$ cat src/rtl/add_serial_pkg.sv
// Shared types and constants for the bit-serial adder
// feeder and the adder it drives.
package add_serial_pkg;

  localparam int ADD_WIDTH = 8;
  localparam int ADD_LAT   = 9;

  typedef enum logic [1:0] {
    IDLE = 2'd0,
    RUN  = 2'd1,
    HOLD = 2'd2
  } state_t;

endpackage

$ cat src/rtl/add_serial_feed_if.sv
// Operand stream, adder hookup and result stream
// of the serial-adder feeder.
interface add_serial_feed_if
  import add_serial_pkg::*;
#(
  parameter int WIDTH = ADD_WIDTH
);

  logic             in_valid;
  logic             in_ready;
  logic [WIDTH-1:0] in_a;
  logic [WIDTH-1:0] in_b;
  logic             add_en;
  logic [WIDTH-1:0] add_a;
  logic [WIDTH-1:0] add_b;
  logic [WIDTH-1:0] add_out;
  logic             res_valid;
  logic             res_ready;
  logic [WIDTH-1:0] res_sum;
  logic             res_cout;

  modport master (
    input  in_valid, in_a, in_b,
    input  add_out, res_ready,
    output in_ready, add_en,
    output add_a, add_b,
    output res_valid, res_sum, res_cout
  );

  modport slave (
    output in_valid, in_a, in_b,
    output add_out, res_ready,
    input  in_ready, add_en,
    input  add_a, add_b,
    input  res_valid, res_sum, res_cout
  );

endinterface

$ cat src/rtl/add_serial_fifo.sv
// Small synchronous FIFO with a first-word-fall-through
// head; callers never push when full or pop when empty.
module add_serial_fifo #(
  parameter int DW    = 16,
  parameter int DEPTH = 2
) (
  input  logic          clk,
  input  logic          rst,
  input  logic          push,
  input  logic          pop,
  output logic          full,
  output logic          empty,
  input  logic [DW-1:0] din,
  output logic [DW-1:0] dout
);

  localparam int AW = $clog2(DEPTH);
  localparam logic [AW:0] FULL_CNT = (AW+1)'(DEPTH);

  logic [DW-1:0] mem [DEPTH];
  logic [AW-1:0] wr_ptr;
  logic [AW-1:0] rd_ptr;
  logic [AW:0]   cnt;

  assign full  = (cnt == FULL_CNT);
  assign empty = (cnt == '0);
  assign dout  = mem[rd_ptr];

  always_ff @(posedge clk) begin
    if (push) mem[wr_ptr] <= din;
  end

  always_ff @(posedge clk) begin
    if (rst) begin
      wr_ptr <= '0;
      rd_ptr <= '0;
      cnt    <= '0;
    end else begin
      if (push) wr_ptr <= wr_ptr + 1'b1;
      if (pop)  rd_ptr <= rd_ptr + 1'b1;
      case ({push, pop})
        2'b10:   cnt <= cnt + 1'b1;
        2'b01:   cnt <= cnt - 1'b1;
        default: cnt <= cnt;
      endcase
    end
  end

endmodule

$ cat src/rtl/add_serial_feed.sv
// Feeds operand pairs to the bit-serial adder, waits out
// its latency and presents sum plus carry-out downstream.
module add_serial_feed
  import add_serial_pkg::*;
#(
  parameter int WIDTH = ADD_WIDTH,
  parameter int LAT   = ADD_LAT,
  parameter int DEPTH = 2
) (
  input logic               clk,
  input logic               rst,
  add_serial_feed_if.master bus
);

  localparam int CW = $clog2(LAT);
  localparam logic [CW-1:0] LAST = CW'(LAT - 1);

  state_t             state;
  state_t             state_n;
  logic [CW-1:0]      cnt;
  logic [WIDTH-1:0]   op_a;
  logic [2*WIDTH-1:0] head;
  logic               full;
  logic               empty;
  logic               push;
  logic               pop;
  logic               capture;
  logic               slot_free;
  logic               add_en;
  logic [WIDTH-1:0]   add_a;
  logic [WIDTH-1:0]   add_b;
  logic               res_valid;
  logic [WIDTH-1:0]   res_sum;
  logic               res_cout;

  assign bus.in_ready  = !rst && !full;
  assign bus.add_en    = add_en;
  assign bus.add_a     = add_a;
  assign bus.add_b     = add_b;
  assign bus.res_valid = res_valid;
  assign bus.res_sum   = res_sum;
  assign bus.res_cout  = res_cout;

  assign push      = bus.in_valid && bus.in_ready;
  assign slot_free = !res_valid || bus.res_ready;

  add_serial_fifo #(
    .DW    (2 * WIDTH),
    .DEPTH (DEPTH)
  ) u_fifo (
    .clk   (clk),
    .rst   (rst),
    .push  (push),
    .pop   (pop),
    .full  (full),
    .empty (empty),
    .din   ({bus.in_a, bus.in_b}),
    .dout  (head)
  );

  always_comb begin
    state_n = state;
    pop     = 1'b0;
    capture = 1'b0;
    case (state)
      IDLE: begin
        if (!empty) begin
          pop     = 1'b1;
          state_n = RUN;
        end
      end
      RUN: begin
        if (cnt == LAST) begin
          capture = slot_free;
          state_n = slot_free ? IDLE : HOLD;
        end
      end
      HOLD: begin
        // adder output stays put while en is low
        if (slot_free) begin
          capture = 1'b1;
          state_n = IDLE;
        end
      end
      default: state_n = IDLE;
    endcase
  end

  always_ff @(posedge clk) begin
    if (rst) begin
      state     <= IDLE;
      cnt       <= '0;
      op_a      <= '0;
      add_en    <= 1'b0;
      add_a     <= '0;
      add_b     <= '0;
      res_valid <= 1'b0;
      res_sum   <= '0;
      res_cout  <= 1'b0;
    end else begin
      state  <= state_n;
      add_en <= pop;
      if (pop) begin
        {add_a, add_b} <= head;
        op_a           <= head[2*WIDTH-1:WIDTH];
        cnt            <= '0;
      end else if (state == RUN) begin
        cnt <= cnt + 1'b1;
      end
      if (capture) begin
        res_sum   <= bus.add_out;
        res_cout  <= (bus.add_out < op_a);
        res_valid <= 1'b1;
      end else if (bus.res_ready) begin
        res_valid <= 1'b0;
      end
    end
  end

endmodule
$ cat src/flat_wrapper.sv
// flat-port wrapper written by rule: the top's interface ports become plain ports
module add_serial_feed_flat import add_serial_pkg::*;
#(
  parameter int WIDTH = ADD_WIDTH,
  parameter int LAT   = ADD_LAT,
  parameter int DEPTH = 2
)
  (clk, rst, bus_in_valid, bus_in_a, bus_in_b, bus_add_out, bus_res_ready, bus_in_ready, bus_add_en, bus_add_a, bus_add_b, bus_res_valid, bus_res_sum, bus_res_cout);
  add_serial_feed_if #(.WIDTH(WIDTH)) bus_i ();
  input logic clk;
  input logic rst;
  input wire logic [$bits(bus_i.in_valid)-1:0] bus_in_valid;
  input wire logic [$bits(bus_i.in_a)-1:0] bus_in_a;
  input wire logic [$bits(bus_i.in_b)-1:0] bus_in_b;
  input wire logic [$bits(bus_i.add_out)-1:0] bus_add_out;
  input wire logic [$bits(bus_i.res_ready)-1:0] bus_res_ready;
  output wire logic [$bits(bus_i.in_ready)-1:0] bus_in_ready;
  output wire logic [$bits(bus_i.add_en)-1:0] bus_add_en;
  output wire logic [$bits(bus_i.add_a)-1:0] bus_add_a;
  output wire logic [$bits(bus_i.add_b)-1:0] bus_add_b;
  output wire logic [$bits(bus_i.res_valid)-1:0] bus_res_valid;
  output wire logic [$bits(bus_i.res_sum)-1:0] bus_res_sum;
  output wire logic [$bits(bus_i.res_cout)-1:0] bus_res_cout;
  assign bus_i.in_valid = bus_in_valid;
  assign bus_i.in_a = bus_in_a;
  assign bus_i.in_b = bus_in_b;
  assign bus_i.add_out = bus_add_out;
  assign bus_i.res_ready = bus_res_ready;
  assign bus_in_ready = bus_i.in_ready;
  assign bus_add_en = bus_i.add_en;
  assign bus_add_a = bus_i.add_a;
  assign bus_add_b = bus_i.add_b;
  assign bus_res_valid = bus_i.res_valid;
  assign bus_res_sum = bus_i.res_sum;
  assign bus_res_cout = bus_i.res_cout;
  add_serial_feed #(.WIDTH(WIDTH), .LAT(LAT), .DEPTH(DEPTH)) u_core (.clk(clk), .rst(rst), .bus(bus_i));
endmodule
$ cat config.mk
export PLATFORM = sky130hd
export DESIGN_NAME = add_serial_feed_flat
export DESIGN_NICKNAME = d
export VERILOG_FILES = /design/src/rtl/add_serial_pkg.sv /design/src/rtl/add_serial_feed_if.sv /design/src/rtl/add_serial_fifo.sv /design/src/rtl/add_serial_feed.sv /design/src/flat_wrapper.sv
export SDC_FILE = /design/constraint.sdc
export NUM_CORES = 1
export LEC_CHECK = 0
export CAP_MARGIN = 20
export CORE_ASPECT_RATIO = 0.75
export CORE_MARGIN = 2
export CORE_UTILIZATION = 40
export CTS_CLUSTER_DIAMETER = 40
export CTS_CLUSTER_SIZE = 12
export DETAILED_ROUTE_END_ITERATION = 16
export SLEW_MARGIN = 10
export SYNTH_ARGS = -nofsm -noshare
export SYNTH_HDL_FRONTEND = slang
export SYNTH_SLANG_ARGS = --single-unit
$ cat constraint.sdc
create_clock -name clk -period 2.65 [get_ports clk]
set_input_delay 0.3975 -clock clk [delete_from_list [all_inputs] [get_ports clk]]
set_output_delay 0.3975 -clock clk [all_outputs]
set_load 0.02 [all_outputs]
* Word level (Yosys, flattened, before mapping)
Memories as Yosys holds them, arrays and structs flattened. A register that Yosys moved wholly into a read port is not among the register bits. Cells that the tools add are included.
Word-level totals: bits in registers 21, latch bits 0, memory bits (writable) 32, memory bits (read-only) 0, bits of input ports 28, output and inout port bits 28, logic and storage cells 52, memories kept 1
Cells by class: add/subtract/negate cells 5, $mul 0, divide/modulo/power cells 0, magnitude comparators 1, equal/unequal tests 9, shift operators 0, multiplexer cells 15, bitwise operators 0, reductions and logical operators 12
Memory list:
- u_core.u_fifo.mem | depth 2, width 16, read ports 1, clocked after memory_dff 1, wr ports 1, RTL line add_serial_fifo.sv:20 | logic [DW-1:0] mem [DEPTH];
Operator list (number):
- $lt 8x8->1 | 1
- $mux 1 | 8
- $mux 2 | 4
- $eq 2x2->1 const B | 3
- $pmux 2 s3 | 1
- $add 4x1->4 const B | 1
- $eq 2x1->1 const B | 2
- $eq 4x4->1 const B | 1
- $logic_not 2->1 | 2
- $ne 2x1->1 const B | 2
- $pmux 2 s2 | 1
- $reduce_bool 2->1 | 2
- $logic_not 1->1 | 3
- $reduce_and 3->1 | 1
- $add 1x1->1 const B | 2
- $add 2x1->2 const B | 1
- $logic_and 1x1->1 | 2
- $ne 2x2->1 const B | 1
- $pmux 1 s2 | 1
- $reduce_or 2->1 | 1
- $sub 2x1->2 const B | 1
- $logic_or 1x1->1 | 1

* Logic depth before layout (Yosys ltp)
depth in word-level cells 6, depth in mapped cells 10

* By module
Synthesis repeated with hierarchy kept, for this count alone.
Second synthesis, totals: cell total of the unflattened synthesis 246, area total of the unflattened synthesis 2865.2 um^2
By module, submodules not included:
- add_serial_feed | times used 1, cells an instance 174, area an instance 1508.9 um^2, sequential area each 660.6 um^2
- add_serial_fifo | times used 1, cells an instance 72, area an instance 1356.3 um^2, sequential area each 1061.0 um^2

* Worst setup path after synthesis
Ideal clock, no wire load.
kind register to register, start point register u_core.state[0], end point register u_core.u_fifo.cnt[1], library setup time 0.070 ns, data arrival time 1.823 ns, required time 2.580 ns, slack 0.757 ns, stages on the path, launching flop included 10, path buffers 2, clock period less this slack 1.893 ns, path through dfxtp_1 > inv_1 > ha_1 > inv_1 > nor2_1 > buf_2 > buf_4 > ha_1 > or3_1 > a21oi_1
On the way: cells in the longest elaborated chain, start to end 4
RTL lines:
- from (decl) | RTL line add_serial_feed.sv:18 | state_t state;
- from (signal assigned) | RTL line add_serial_feed.sv:101 | state <= state_n;
- $logic_not 2->1 * | RTL line add_serial_feed.sv:65 | case (state)
- $mux 1 * | RTL line add_serial_feed.sv:65
- net u_core.pop | RTL line add_serial_feed.sv:26 | logic pop;
- $eq 2x1->1 or $eq 2x2->1 (tied branches) | RTL line add_serial_fifo.sv:41 | case ({push, pop})
- $pmux 2 s2 or $reduce_bool 2->1 (tied branches)
- to (signal assigned) | RTL line add_serial_fifo.sv:42 | 2'b10: cnt <= cnt + 1'b1;
- to (signal assigned) | RTL line add_serial_fifo.sv:43 | 2'b01: cnt <= cnt - 1'b1;
- to (signal assigned) | RTL line add_serial_fifo.sv:44 | default: cnt <= cnt;
- to (decl) | RTL line add_serial_fifo.sv:23 | logic [AW:0] cnt;
Mark *: on every way through the listed nets, which the timed path passes. The rest lies on a longest branch. A chain may end at the register's enable or synchronous reset.

* Worst setup path after layout
start point input port rst, end point output port bus_in_ready
On the way: cells in the longest elaborated chain, start to end 2
RTL lines:
- from (decl) | RTL line flat_wrapper.sv:11 | input logic rst;
- $logic_not 1->1 | RTL line add_serial_feed.sv:36 | assign bus.in_ready = !rst && !full;
- $logic_and 1x1->1 | RTL line add_serial_feed.sv:36
- to (decl) | RTL line flat_wrapper.sv:17 | output wire logic [$bits(bus_i.in_ready)-1:0] bus_in_ready;
Every way passes these cells.

==> flow_summary.toml <==
[status]
status = "finished clean"

[pwr]
p_per_area_nw_per_um2 = 996
p_leak_nw = 1.32
peakVddDrop_v = 0.000453

[synthesis]
syn_avg_cell_area_um2 = 12.3
postSynthCellCount = 225
synth_edf_count = 32
syn_nets = 266
seq_area_frac_synth_pct = 61.3
synthesis.area_um2 = 2780
ys_ff_latch = 69
ys.flop_type = "dfxtp_1"
synth_area_leaders = "edfxtp_1, dfxtp_1, mux2i_1, ha_1, nor2_1"
synthArstFlopShare_pct = 0
synth.largest_area_cell = "edfxtp_1"
yosysUniqueCellTypes = 35
synth.top_cell.area_share_pct = 34.6
yosys_warnings = 0

[final_layout]
final_common_cell = "clkdlybuf4s50_1"
num-nets-final = 325
area_delta_synth_final_pct = 28.9
layout-drive-gt1-share_pct = 7.29
design_area_um2 = 3580
diodes = 0
final_cell_mix = "clkdlybuf4s50_1, dfxtp_1, nor2_1"
fillers = 605

[floorplanning]
coreArea_um2 = 6770
io_pins = 56
start_util_pct = 41.1
die_w_um = 100
die_h_um = 76.2
fp.dieArea_um2 = 7630
num_rows = 26

[drt]
final_antenna_net_count = 0
via_per_inst = 4.70
route.detailed.drc = 0
vias = 1749
wl_per_cell_um = 13.3
first_pass_iters = 4
drt_iter0_markers = 60
routed_wl_um = 4950

[sta]
period_share_pct = 78.2
fin_tns_setup_ns = 0
max_freq_mhz = 482
rsz0062_at_grt = "false"
setup_viol = 0
slew_headroom_pct = 53.1
hold_viol = 0
whs_ns = 0.494
fin_crit_ns = 2.07
worst_pin_slew_ns = 0.701
final.setup_skew_ns = 0.00503
slew_violations = 0

[critical_path]
crit_required_ns = 2.25
rr_worst_depth = 6
startpoint_type = "input port"
crit_arrival_ns = 1.68
worstPathCellList = "clkdlybuf4s50_1 > inv_1 > o21a_1 > clkdlybuf4s50_1"
critPathSlowestCell = "clkdlybuf4s50_1"
cpMostUsedCell = "clkdlybuf4s50_1"
worstSetupEndpointType = "output port"
worstPathMaxFanout = 3
crit_type = "in -> out"
critPathMaxStageDelay_ns = 0.59

[cts]
root_buffer = "clkbuf_8"
postCtsSetupBuffers = 0
clock_sinks = 69
cts_resized = 0
cts_made_buffers = 9
cts_tree = "yes"
clk_pin_slew_ns = 0.07
cts_max_level = 3
clk_latency_ns = 0.34
hold_buffers = 0
clock_path_buffers = 2

[place]
dp_hpwl_um = 3310
gp_congestion = 0.754
placed_area_um2 = 3390
port_buffers = 55

[global_routing]
busiest_layer = "met2"
grt_max_degree = 38
grtUsageMet1_pct = 18.8
grt_pass1_wl_um = 8140
use_met2_pct = 20.4
grt_pass1_vias = 1697
gr-usage-all-layers_pct = 14.1
grt.overflow.total = 0
grt_use_met3_pct = 5.69
antenna_found_initial = 0

[worst_hold_path]
hold_class = "reg -> reg"
hold_depth = 2

[flow_run]
maxCapViolations = 0
## worst max-delay path: cells and delay by family
kind	cells	cell delay (ns)
compound gates	1	0.13
buf+inv	3	1.13
## registers in the layout (all words and copies together) (netlist names)
signal / count
u_core.state: 2
u_core.bus.res_sum: 8
u_core.op_a: 8
u_core.bus.add_en: 1
u_core.bus.add_b: 8
u_core.u_fifo.rd_ptr: 1
u_core.u_fifo.wr_ptr: 1
u_core.bus.res_cout: 1
u_core.cnt: 4
u_core.u_fifo.cnt: 2
u_core.bus.res_valid: 1
u_core.u_fifo.mem: 32
## synth_stat cells (2+ instances only)
master    number
xnor2_1        4
nand4_1        3
a211oi_1      17
xor2_1         3
mux2i_1       25
dfxtp_1       37
buf_6          3
inv_1         15
buf_2          2
nor3_1         5
nand2_1        2
nor2_1        35
ha_1          13
clkbuf_1       2
buf_4          2
buf_1          2
edfxtp_1      32
o21ai_0        4
a21oi_1        3
## worst paths after layout
check / startpoint / end / slack [ns]
setup / recovery: rst / bus_in_ready / 0.58
hold reg to reg: u_core.bus.res_sum[3] / u_core.bus.res_sum[3] / 0.49
setup reg to reg: u_core.state[1] / u_core.bus.res_cout / 0.68
hold / removal: u_core.bus.res_sum[3] / u_core.bus.res_sum[3] / 0.49
## layout make-up
cell class	count	area [um^2]	area share [%]
timing repair buffer	60	588	16.4
sequential	69	1700	47.5
inverter	15	56.3	1.57
multi-input combinational	129	941	26.3
clock buffer	10	138	3.84
tap	84	105	2.94
clock inverter	5	51.3	1.43
## through the flow
step | power, mW | worst slack [ns] | cells | utilization, %
final | 3.57 | 0.577 | 372 | 52.9
after global routing | 3.83 | 0.483 | 372 | 52.9
after CTS | 3.62 | 0.585 | 372 | 52.9
after detailed placement | 2.79 | 0.595 | 357 | 50.1
after global placement | 2.78 | 0.566 | 357 | 50.1
after floorplan | 2.35 | 0.757 | 225 | -
## routing by layer
layer | up-vias | share of wire (%)
met1 | 781 | 50
met4 | 0 | 1.7
li1 | 919 | -
met3 | 8 | 5.8
met5 | - | 0
met2 | 41 | 43
## logic make-up (layout without fill, tap and decap cells)
logic type | after synthesis | in the layout | synth area share (%)
AO/OA/AOI/OAI | 32 | 32 | 8.33
multiplexers | 25 | 25 | 9.01
buffers and inverters | 27 | 90 | 4.95
AND/OR/NAND/NOR | 52 | 52 | 8.38
XOR/XNOR | 7 | 7 | 2.21
adder cells (fa/ha/maj) | 13 | 13 | 5.86
flip-flops | 69 | 69 | 61.3
## power breakdown
part           internal, mW  switching [mW]
Combinational         0.583           0.697
Clock                 0.448           0.364
Sequential             1.33           0.145
Total                  2.36            1.21
(Power assumes the default switching activity.)
==> variant (config.mk and constraints unchanged) <==
Change the package constant `ADD_WIDTH` from 8 to 9.
--- a/src/rtl/add_serial_pkg.sv
+++ b/src/rtl/add_serial_pkg.sv
@@ -2,7 +2,7 @@
 // feeder and the adder it drives.
 package add_serial_pkg;
 
-  localparam int ADD_WIDTH = 8;
+  localparam int ADD_WIDTH = 9;
   localparam int ADD_LAT   = 9;
 
   typedef enum logic [1:0] {
Ports: changed (6 resized); port bits go from 56 to 62. The function was not compared with the original's and may differ.
==> variant against the unedited design <==
- area after synthesis up 11%
- first-iteration DRC count increased by 37%
- sequential cell count rose by 7
- clock skew fell by 0.00083 ns
- via count rose by 13%
- routed wire length up 12%
- total power rose by 10%
- synthesized cell count is 9.8% higher
- combinational power increased by 15%
- setup slack got worse by 0.055 ns
- critical path depth unchanged
- cell area grew 11%
- critical endpoint unchanged
==> variant: results (changes against the unedited design) <==
stage;metric;value;unit;change
global_route;gr-total-overflow;0;;unchanged
final_layout;regMostFlops;u_core.u_fifo.mem;;
logic_synthesis;async_reset_ff_frac;0;;unchanged
global_route;grt_max_degree;43;;+13%
cts;cts-root-buf;clkbuf_8;;
final_layout;drive_above_1_share;0.0823;;+0.00936
cts;cts_buffers;9;;unchanged
cts;clockBufferDepth;2;;unchanged
logic_synthesis;ys_types;35;;unchanged
logic_synthesis;synth_nets;292;;+9.8%
cts;postCtsSetupBuffers;0;;unchanged
cts;clk_latency;0.33;ns;
final_layout;largest_reg_flops;36;;+13%
sta;fin_skew;0.00420;ns;-0.000829 ns
cts;post_cts_resized;0;;unchanged
logic_synthesis;synth_warnings;0;;unchanged
route;drc;0;;unchanged
logic_synthesis;synth-edff-count;36;;+13%
global_route;antenna_found_initial;0;;unchanged
route;wl;5.55;mm;+12%
placed_design;dp_hpwl;3.73;mm;+13%
logic_synthesis;synthTopCellsByArea;edfxtp_1 35%, dfxtp_1 26%, mux2i_1 9.7%;;
outcome;outcome;finished, final reports clean;;
final_layout;fillers;654;;+8.1%
cts;path_clk_slew;0.08;ns;
critical_path;max_stage_delay;0.59;ns;about the same
final_layout;nNetsFinal;356;;+9.5%
power_and_ir_drop;sw_frac_of_total;0.343;;+0.00434
route;drtIter0Drc;82;;+37%
route;viasPerCell;4.74;;+0.74%
critical_path;slowest_stage;clkdlybuf4s50_1;;
placed_design;portBuffers;61;;+11%
route;first_pass_iters;5;;+1
critical_path;crit_fanout;4;;+1
global_route;grt_pass1_vias;1971;;+16%
cts;cts_max_level;3;;unchanged
critical_path;arrival;1.73;ns;+0.05 ns
placed_design;gp_congestion;0.732;;-2.9%
sta;slew_headroom;0.662;;+0.131
logic_synthesis;synth.top_cells.by_count;40 x dfxtp_1, 36 x edfxtp_1, 35 x nor2_1;;
logic_synthesis;ys.flop_type;dfxtp_1;;
min_path;hp-class;flip-flop to flip-flop;;
power_and_ir_drop;leakage;0.00144;uW;+9.0%
critical_path;rrSetupSlack;0.80;ns;+0.12 ns
logic_synthesis;seq_area_frac_synth;0.610;;-0.00297
power_and_ir_drop;vdd_drop_max;498;uV;+9.9%
critical_path;path_delay_family;buffers and inverters;;
global_route;grt_use_total;0.142;;+0.000197
global_route;grt_pass1_wl;9.21;mm;+13%
final_layout;antenna_cells;0;;unchanged
==> variant: cell families after synthesis <==
group / Yosys count / share of synthesized area
AOI/OAI and AO/OA: 35 / 0.0839
xor gates and xnor gates: 7 / 0.0199
DFF: 76 / 0.610
buffers and inverters: 29 / 0.0507
muxes: 30 / 0.0973
and+or+nand+nor: 56 / 0.0819
adders and majority gates: 14 / 0.0567
==> variant: worst paths after layout <==
path | cells after the start | endpoint | start
min | 2 | u_core.bus.res_cout$_SDFFE_PP0P_ | u_core.bus.res_cout$_SDFFE_PP0P_
max | 4 | bus_in_ready | rst
min reg2reg | 2 | u_core.bus.res_cout$_SDFFE_PP0P_ | u_core.bus.res_cout$_SDFFE_PP0P_
max reg2reg | 6 | u_core.bus.res_sum[0]$_SDFFE_PP0P_ | u_core.state[1]$_SDFFE_PP0P_
==> variant: stage by stage <==
step	instances	setup slack (ns)	hold slack, ns	power, uW	area [um^2]
6_report	417	0.523	0.482	3930	3970
5_1_grt	417	0.464	0.506	4200	3970
4_1_cts	417	0.506	0.487	3990	3970
3_5_place_dp	401	0.433	0.476	3130	3780
3_3_place_gp	401	0.489	0.462	3120	3780
2_1_floorplan	247	0.729	0.471	2650	3090
==> variant: area by class of cell <==
type / instances / share of cell area
Tap cell: 101 / 0.0318
Clock buffer: 9 / 0.0312
Clock inverter: 7 / 0.0170
Timing Repair Buffer: 66 / 0.163
Inverter: 16 / 0.0151
Sequential cell: 76 / 0.474
Multi-Input combinational cell: 142 / 0.267
==> variant: power groups by stage <==
stage	Combinational, uW	Clock [uW]	Sequential (uW)
finish	1470	838	1620
detailed placement	1490	0	1650
global placement	1470	0	1640
floorplan	855	0	1790
CTS	1500	870	1620
global route	1630	916	1650
==> variant: metal layers <==
| metal | vias to the layer above | track usage | share of wire |
|---|---|---|---|
| met5 | - | 0 | 0 |
| met1 | 898 | 0.182 | 0.50 |
| met2 | 57 | 0.225 | 0.43 |
| met3 | 10 | 0.0503 | 0.064 |
| met4 | 0 | 0.0440 | 0.013 |
| li1 | 1010 | - | - |
==> variant: worst register-to-register path: stages, from the launching register on <==
cell	delay, ns
dfxtp_1	0.38
inv_1	0.08
ha_1	0.29
and4b_4	0.26
o211ai_4	0.43
mux2i_1	0.25
nor2_1	0.05
